**config.mk**
```make
export PLATFORM = sky130hd
export DESIGN_NAME = com_slink_chn_sel
export DESIGN_NICKNAME = d
export VERILOG_FILES = /design/src/rtl/com_slink_pkg.sv /design/src/rtl/com_slink_chn_health.sv /design/src/rtl/com_slink_chn_sel.sv
export SDC_FILE = /design/constraint.sdc
export NUM_CORES = 1
export LEC_CHECK = 0
export CORE_MARGIN = 2
export CORE_UTILIZATION = 40
export DETAILED_ROUTE_END_ITERATION = 16
export PLACE_DENSITY = 0.55
export SLEW_MARGIN = 30
export SYNTH_ARGS = -nofsm -noshare
export SYNTH_HDL_FRONTEND = slang
export SYNTH_SLANG_ARGS = --single-unit
```
**constraint.sdc**
```tcl
create_clock -name clk_125m -period 2.8 [get_ports clk_125m]
set_input_delay 0.28 -clock clk_125m [delete_from_list [all_inputs] [get_ports clk_125m]]
set_output_delay 0.28 -clock clk_125m [all_outputs]
set_load 0.02 [all_outputs]
```
**src/rtl/com_slink_pkg.sv**
```systemverilog
// Shared definitions for the serial-link channel selector: FSM state
// encoding and the channel select constants.
package com_slink_pkg;

  typedef enum logic [2:0] {
    ST_INIT   = 3'd0,
    ST_ACT_A  = 3'd1,
    ST_ACT_B  = 3'd2,
    ST_SWITCH = 3'd3,
    ST_FAIL   = 3'd4
  } slink_state_e;

  localparam logic SEL_A = 1'b0;
  localparam logic SEL_B = 1'b1;

endpackage

```
**src/rtl/com_slink_chn_health.sv**
```systemverilog
// Per-channel health tracker: counts consecutive error-free end-of-packet
// strobes and flags the channel healthy once the count reaches STABLE_PKT
// while no error is present.
module com_slink_chn_health #(
  parameter logic [7:0] STABLE_PKT = 8'd8
) (
  input  logic clk_125m,
  input  logic rst_125m,
  input  logic chn_err,
  input  logic chn_eop,
  output logic healthy
);

  logic [7:0] good_cnt;

  // Good-packet counter: error clears (and wins over a coincident eop),
  // a clean eop advances, the count parks at STABLE_PKT.
  always_ff @(posedge clk_125m) begin
    if (rst_125m) begin
      good_cnt <= 8'd0;
    end else if (chn_err) begin
      good_cnt <= 8'd0;
    end else if (chn_eop && (good_cnt != STABLE_PKT)) begin
      good_cnt <= good_cnt + 8'd1;
    end
  end

  // Healthy needs both a full run of clean packets and no error right now.
  always_comb begin
    healthy = !chn_err && (good_cnt == STABLE_PKT);
  end

endmodule

```
**src/rtl/com_slink_chn_sel.sv**
```systemverilog
// Redundant serial-link channel selector. Picks channel A or B, fails over
// on a diagnosed error of the active channel through a blanking interval,
// honours a manual force request, and never reverts on its own.
module com_slink_chn_sel
  import com_slink_pkg::*;
#(
  parameter logic [7:0]  STABLE_PKT  = 8'd8,
  parameter logic [15:0] SWITCH_HOLD = 16'd1250
) (
  input  logic       clk_125m,
  input  logic       rst_125m,
  input  logic       chn_a_err,
  input  logic       chn_b_err,
  input  logic       chn_a_eop,
  input  logic       chn_b_eop,
  input  logic       force_en,
  input  logic       force_sel,
  output logic       sel_chn,
  output logic       sel_valid,
  output logic       both_err,
  output logic [7:0] switch_cnt
);

  slink_state_e state, state_nxt;
  logic         target, target_nxt;
  logic [15:0]  hold_cnt;
  logic         last_sel;
  logic         healthy_a, healthy_b;
  logic         target_healthy;
  logic         switch_entry;

  com_slink_chn_health #(.STABLE_PKT(STABLE_PKT)) u_health_a (
    .clk_125m (clk_125m),
    .rst_125m (rst_125m),
    .chn_err  (chn_a_err),
    .chn_eop  (chn_a_eop),
    .healthy  (healthy_a)
  );

  com_slink_chn_health #(.STABLE_PKT(STABLE_PKT)) u_health_b (
    .clk_125m (clk_125m),
    .rst_125m (rst_125m),
    .chn_err  (chn_b_err),
    .chn_eop  (chn_b_eop),
    .healthy  (healthy_b)
  );

  always_comb begin
    target_healthy = (target == SEL_B) ? healthy_b : healthy_a;
    switch_entry   = (state_nxt == ST_SWITCH) && (state != ST_SWITCH);
  end

  // State register with the switchover target latched alongside.
  always_ff @(posedge clk_125m) begin
    if (rst_125m) begin
      state  <= ST_INIT;
      target <= SEL_A;
    end else begin
      state  <= state_nxt;
      target <= target_nxt;
    end
  end

  // Next-state logic; an active-channel error outranks a force request.
  always_comb begin
    state_nxt  = state;
    target_nxt = target;
    case (state)
      ST_INIT: begin
        if (force_en && (force_sel == SEL_B) && healthy_b) begin
          state_nxt = ST_ACT_B;
        end else if (healthy_a) begin
          state_nxt = ST_ACT_A;
        end else if (healthy_b) begin
          state_nxt = ST_ACT_B;
        end
      end
      ST_ACT_A: begin
        if (chn_a_err) begin
          if (healthy_b) begin
            state_nxt  = ST_SWITCH;
            target_nxt = SEL_B;
          end else begin
            state_nxt = ST_FAIL;
          end
        end else if (force_en && (force_sel == SEL_B) && healthy_b) begin
          state_nxt  = ST_SWITCH;
          target_nxt = SEL_B;
        end
      end
      ST_ACT_B: begin
        if (chn_b_err) begin
          if (healthy_a) begin
            state_nxt  = ST_SWITCH;
            target_nxt = SEL_A;
          end else begin
            state_nxt = ST_FAIL;
          end
        end else if (force_en && (force_sel == SEL_A) && healthy_a) begin
          state_nxt  = ST_SWITCH;
          target_nxt = SEL_A;
        end
      end
      ST_SWITCH: begin
        if (hold_cnt == (SWITCH_HOLD - 16'd1)) begin
          if (target_healthy) begin
            state_nxt = (target == SEL_B) ? ST_ACT_B : ST_ACT_A;
          end else begin
            state_nxt = ST_FAIL;
          end
        end
      end
      ST_FAIL: begin
        if (force_en && ((force_sel == SEL_B) ? healthy_b : healthy_a)) begin
          state_nxt  = ST_SWITCH;
          target_nxt = force_sel;
        end else if (healthy_a) begin
          state_nxt  = ST_SWITCH;
          target_nxt = SEL_A;
        end else if (healthy_b) begin
          state_nxt  = ST_SWITCH;
          target_nxt = SEL_B;
        end
      end
      default: begin
        state_nxt = ST_INIT;
      end
    endcase
  end

  // Blanking counter: restarts on every entry into SWITCH.
  always_ff @(posedge clk_125m) begin
    if (rst_125m) begin
      hold_cnt <= 16'd0;
    end else if (switch_entry) begin
      hold_cnt <= 16'd0;
    end else if (state == ST_SWITCH) begin
      hold_cnt <= hold_cnt + 16'd1;
    end
  end

  // Switchover statistics, one per SWITCH entry, parking at 255.
  always_ff @(posedge clk_125m) begin
    if (rst_125m) begin
      switch_cnt <= 8'd0;
    end else if (switch_entry && (switch_cnt != 8'hFF)) begin
      switch_cnt <= switch_cnt + 8'd1;
    end
  end

  // Remember the last driven selection so INIT/FAIL can hold it.
  always_ff @(posedge clk_125m) begin
    if (rst_125m) begin
      last_sel <= SEL_A;
    end else begin
      last_sel <= sel_chn;
    end
  end

  // Moore output decode; forced low while reset is asserted.
  always_comb begin
    sel_valid = 1'b0;
    both_err  = 1'b0;
    sel_chn   = last_sel;
    case (state)
      ST_ACT_A: begin
        sel_valid = 1'b1;
        sel_chn   = SEL_A;
      end
      ST_ACT_B: begin
        sel_valid = 1'b1;
        sel_chn   = SEL_B;
      end
      ST_SWITCH: begin
        sel_chn = target;
      end
      ST_FAIL: begin
        both_err = 1'b1;
      end
      default: begin
        sel_chn = last_sel;
      end
    endcase
    if (rst_125m) begin
      sel_valid = 1'b0;
      both_err  = 1'b0;
      sel_chn   = 1'b0;
    end
  end

endmodule

```
==> qor.yml <==
timing:
  timing.max_slew.rel_slack_pct: 59.9
  timing.setup.tns_ns: 0
  maximum_clock_frequency_mhz: 381
  tcrit_tclk_final_pct: 93.8
  worstMarginPinSlew_ns: 0.601
  final_period_minus_worst_setup_slack_ns: 2.63
  final.setup.worst_slack_ns: 0.174
  setup_skew_after_layout_ns: 0.00924
  finalHoldViolations: 0
  grt_setup_unrepaired: "no"
  timing.final.setup_violations: 0
  slew_violations: 0
power:
  switching_power_uw: 269
  seq_power_share_pct: 52.5
  ir_drop_mv: 0.342
  power_share_of_the_clock_group_pct: 42.9
  pwr-share-comb_pct: 4.6
  sw_frac_of_total_pct: 21.9
  power.density_mw_per_mm2: 425
  cell_internal_power_dissipation_uw: 957
  power_leakage_nw: 0.968
min_path:
  hp-start: "last_sel$_SDFF_PP0_"
  hp-class: "reg -> reg"
synthesis:
  synthesis.instances: 291
  avgSynthCellArea_um2: 8.62
  synth.most_common_cell: "sky130_fd_sc_hd__dfxtp_1"
  synth-warning-count: 0
  synth_edf_count: 0
  ys_top_cells_by_area: "sky130_fd_sc_hd__dfxtp_1, sky130_fd_sc_hd__nor2_1, sky130_fd_sc_hd__xor2_1"
  asr_flop_ratio_synth_pct: 0
  ys_types: 56
  ys_ff_latch: 45
  synth.largest_area_cell: "sky130_fd_sc_hd__dfxtp_1"
  post-synth-top-area-fraction_pct: 35.9
  post_synth_instance_area_mm2: 0.00251
  synth.cells.most_frequent: "sky130_fd_sc_hd__dfxtp_1, sky130_fd_sc_hd__nor2_1, sky130_fd_sc_hd__nand2_1"
  synth_ff_type: "sky130_fd_sc_hd__dfxtp_1"
  synth_sequential_area_ratio_pct: 35.9
  syn-num-nets: 306
floorplan:
  floorplan.initialDensity_pct: 41.9
  placeableCoreArea_mm2: 0.00599
  standard_cell_rows: 28
  fp.dieArea_mm2: 0.00692
  die_y_um: 83.2
  fp.dieW_um: 83.2
  io_pins: 19
clocking:
  cts-htree-levels: 2
  cts_hold_buf: 0
  cts_root_buffer: "sky130_fd_sc_hd__clkbuf_8"
  cts_tree: "done"
  clkTransAtPathRegs_ns: 0.09
  cts_inserted_buffers: 5
  clk-insertion-delay-late_ns: 0.30
  cts.sinks: 45
  ctsLongestPathBuffers: 2
run:
  drv.max_cap_violation_count: 0
layout:
  antenna_cells_inserted: 0
  final_net_count: 327
  post_route_cells_drive_above_1_share_pct: 11.8
  fill_cells: 591
  area_growth_pct: 15.0
routing:
  routed-via-count: 2086
  detail_route.iter0.violations: 79
  avgViaCountPerCell: 5.38
  route.detailed.drc: 0
  routedWlPerCell_um: 13.8
  detail_route.first_pass.iterations: 4
  routed_wl_um: 5360
  antenna_violating_nets_left: 0
placement:
  portBuffers: 18
  worst_slack_after_detailed_placement_ns: 0.0331
  dp_hpwl_um: 3830
  gp_congestion: 0.870
setup_path:
  worstPathRequired_ns: 3.03
  arrival_ns: 2.85
  crit_fanout: 16
  critical_path.endpoint_type: "flop"
  crit-reg2reg-launch: "hold_cnt[0]$_SDFFE_PP0P_"
  timing_worst_setup_path_type: "reg -> reg"
  crit_start: "hold_cnt[0]$_SDFFE_PP0P_"
  cp-start-kind: "flop"
global_route:
  number_of_global_route_vias_before_repair: 2004
  grt_first_pass_wirelength_um: 9250
  grt_max_degree: 17
  globalRouteTotalUtil_pct: 16.0
  grt_remaining_overflow: 0
  grt_antenna_before_repair: 0
outcome:
  status: "complete, no violations"
-- state kept, by name, summed over array words and instances (netlist names) --
name,count
hold_cnt,16
last_sel,1
u_health_b.good_cnt,8
target,1
state,3
u_health_a.good_cnt,8
switch_cnt,8
-- layout make-up --
cell class	instances	area, µm²	area share, %
multi-input combinational	225	1490	51.5
inverter	10	37.5	1.30
sequential	45	901	31.2
clock buffer	6	82.6	2.86
clock inverter	2	37.5	1.30
tap	75	93.8	3.25
timing repair buffer	25	245	8.50
-- power by group through the flow --
stage,logic (mW),clock network (mW),registers (mW)
finish,0.0567,0.526,0.643
global route,0.0639,0.565,0.644
CTS,0.0565,0.543,0.643
detailed placement,0.0562,0,0.658
global placement,0.0564,0,0.658
floorplan,0.0318,0,0.658
-- timing repair --
| item | 4_1_cts | 5_1_grt |
|---|---|---|
| buffers inserted | 0 | 0 |
| gates resized for setup | 0 | 2 |
| endpoints found under the setup margin | 0 | 7 |
-- worst paths after layout --
path / endpoint / slack [ns] / cells past startpoint
worst min-delay path: last_sel$_SDFF_PP0_ / 0.47 / 2
worst max register to register: hold_cnt[1]$_SDFFE_PP0P_ / 0.17 / 9
worst min register to register: last_sel$_SDFF_PP0_ / 0.47 / 2
worst max-delay path: hold_cnt[1]$_SDFFE_PP0P_ / 0.17 / 9
-- critical path: stages (launching register included) --
cell	delay, ns
sky130_fd_sc_hd__dfxtp_1	0.40
sky130_fd_sc_hd__ha_1	0.17
sky130_fd_sc_hd__or4b_1	0.51
sky130_fd_sc_hd__o41ai_4	0.39
sky130_fd_sc_hd__o31a_2	0.22
sky130_fd_sc_hd__o221ai_2	0.13
sky130_fd_sc_hd__o21a_2	0.17
sky130_fd_sc_hd__or2_1	0.24
sky130_fd_sc_hd__buf_12	0.16
sky130_fd_sc_hd__a211oi_1	0.15
-- cells by family (layout without fill, tap and decap cells) --
| kind of cell | count (synthesis) | in the layout | synth area share [%] |
|---|---|---|---|
| xor+xnor | 27 | 27 | 9.43 |
| buf+inv | 21 | 43 | 5.59 |
| simple gates | 134 | 134 | 29.3 |
| flops | 45 | 45 | 35.9 |
| compound gates | 56 | 56 | 15.9 |
| fa+ha+maj | 7 | 7 | 3.49 |
| mux | 1 | 1 | 0.399 |
-- placed cells by master (no fill, tap or decap), types with 10 or more instances in the layout --
master and count:
sky130_fd_sc_hd__xor2_1 17, sky130_fd_sc_hd__nor2_1 40, sky130_fd_sc_hd__o21ai_0 10, sky130_fd_sc_hd__nand2_1 22
sky130_fd_sc_hd__a21oi_1 21, sky130_fd_sc_hd__nand3_1 18, sky130_fd_sc_hd__clkdlybuf4s50_1 18, sky130_fd_sc_hd__dfxtp_1 45
sky130_fd_sc_hd__inv_1 10, sky130_fd_sc_hd__xnor2_1 10
-- stage by stage --
stage               util, %  total power, mW  cells  hold WS (ns)  cell area [µm²]
floorplan                 -            0.690    291         0.437             2510
global placement       45.8            0.715    380         0.452             2740
detailed placement     45.8            0.714    380         0.461             2740
CTS                    47.8             1.24    388         0.474             2860
global route           48.1             1.27    388         0.496             2880
finish                 48.1             1.23    388         0.469             2880
-- routing by layer --
| metal | track usage, % | vias up | wire (µm) |
|---|---|---|---|
| met5 | 0 | - | 0 |
| met3 | 4.17 | 8 | 171 |
| li1 | - | 1075 | - |
| met2 | 25.1 | 33 | 2470 |
| met1 | 21.0 | 970 | 2610 |
| met4 | 6.26 | 0 | 100 |
Note: power is estimated with default switching activity, not from simulation.
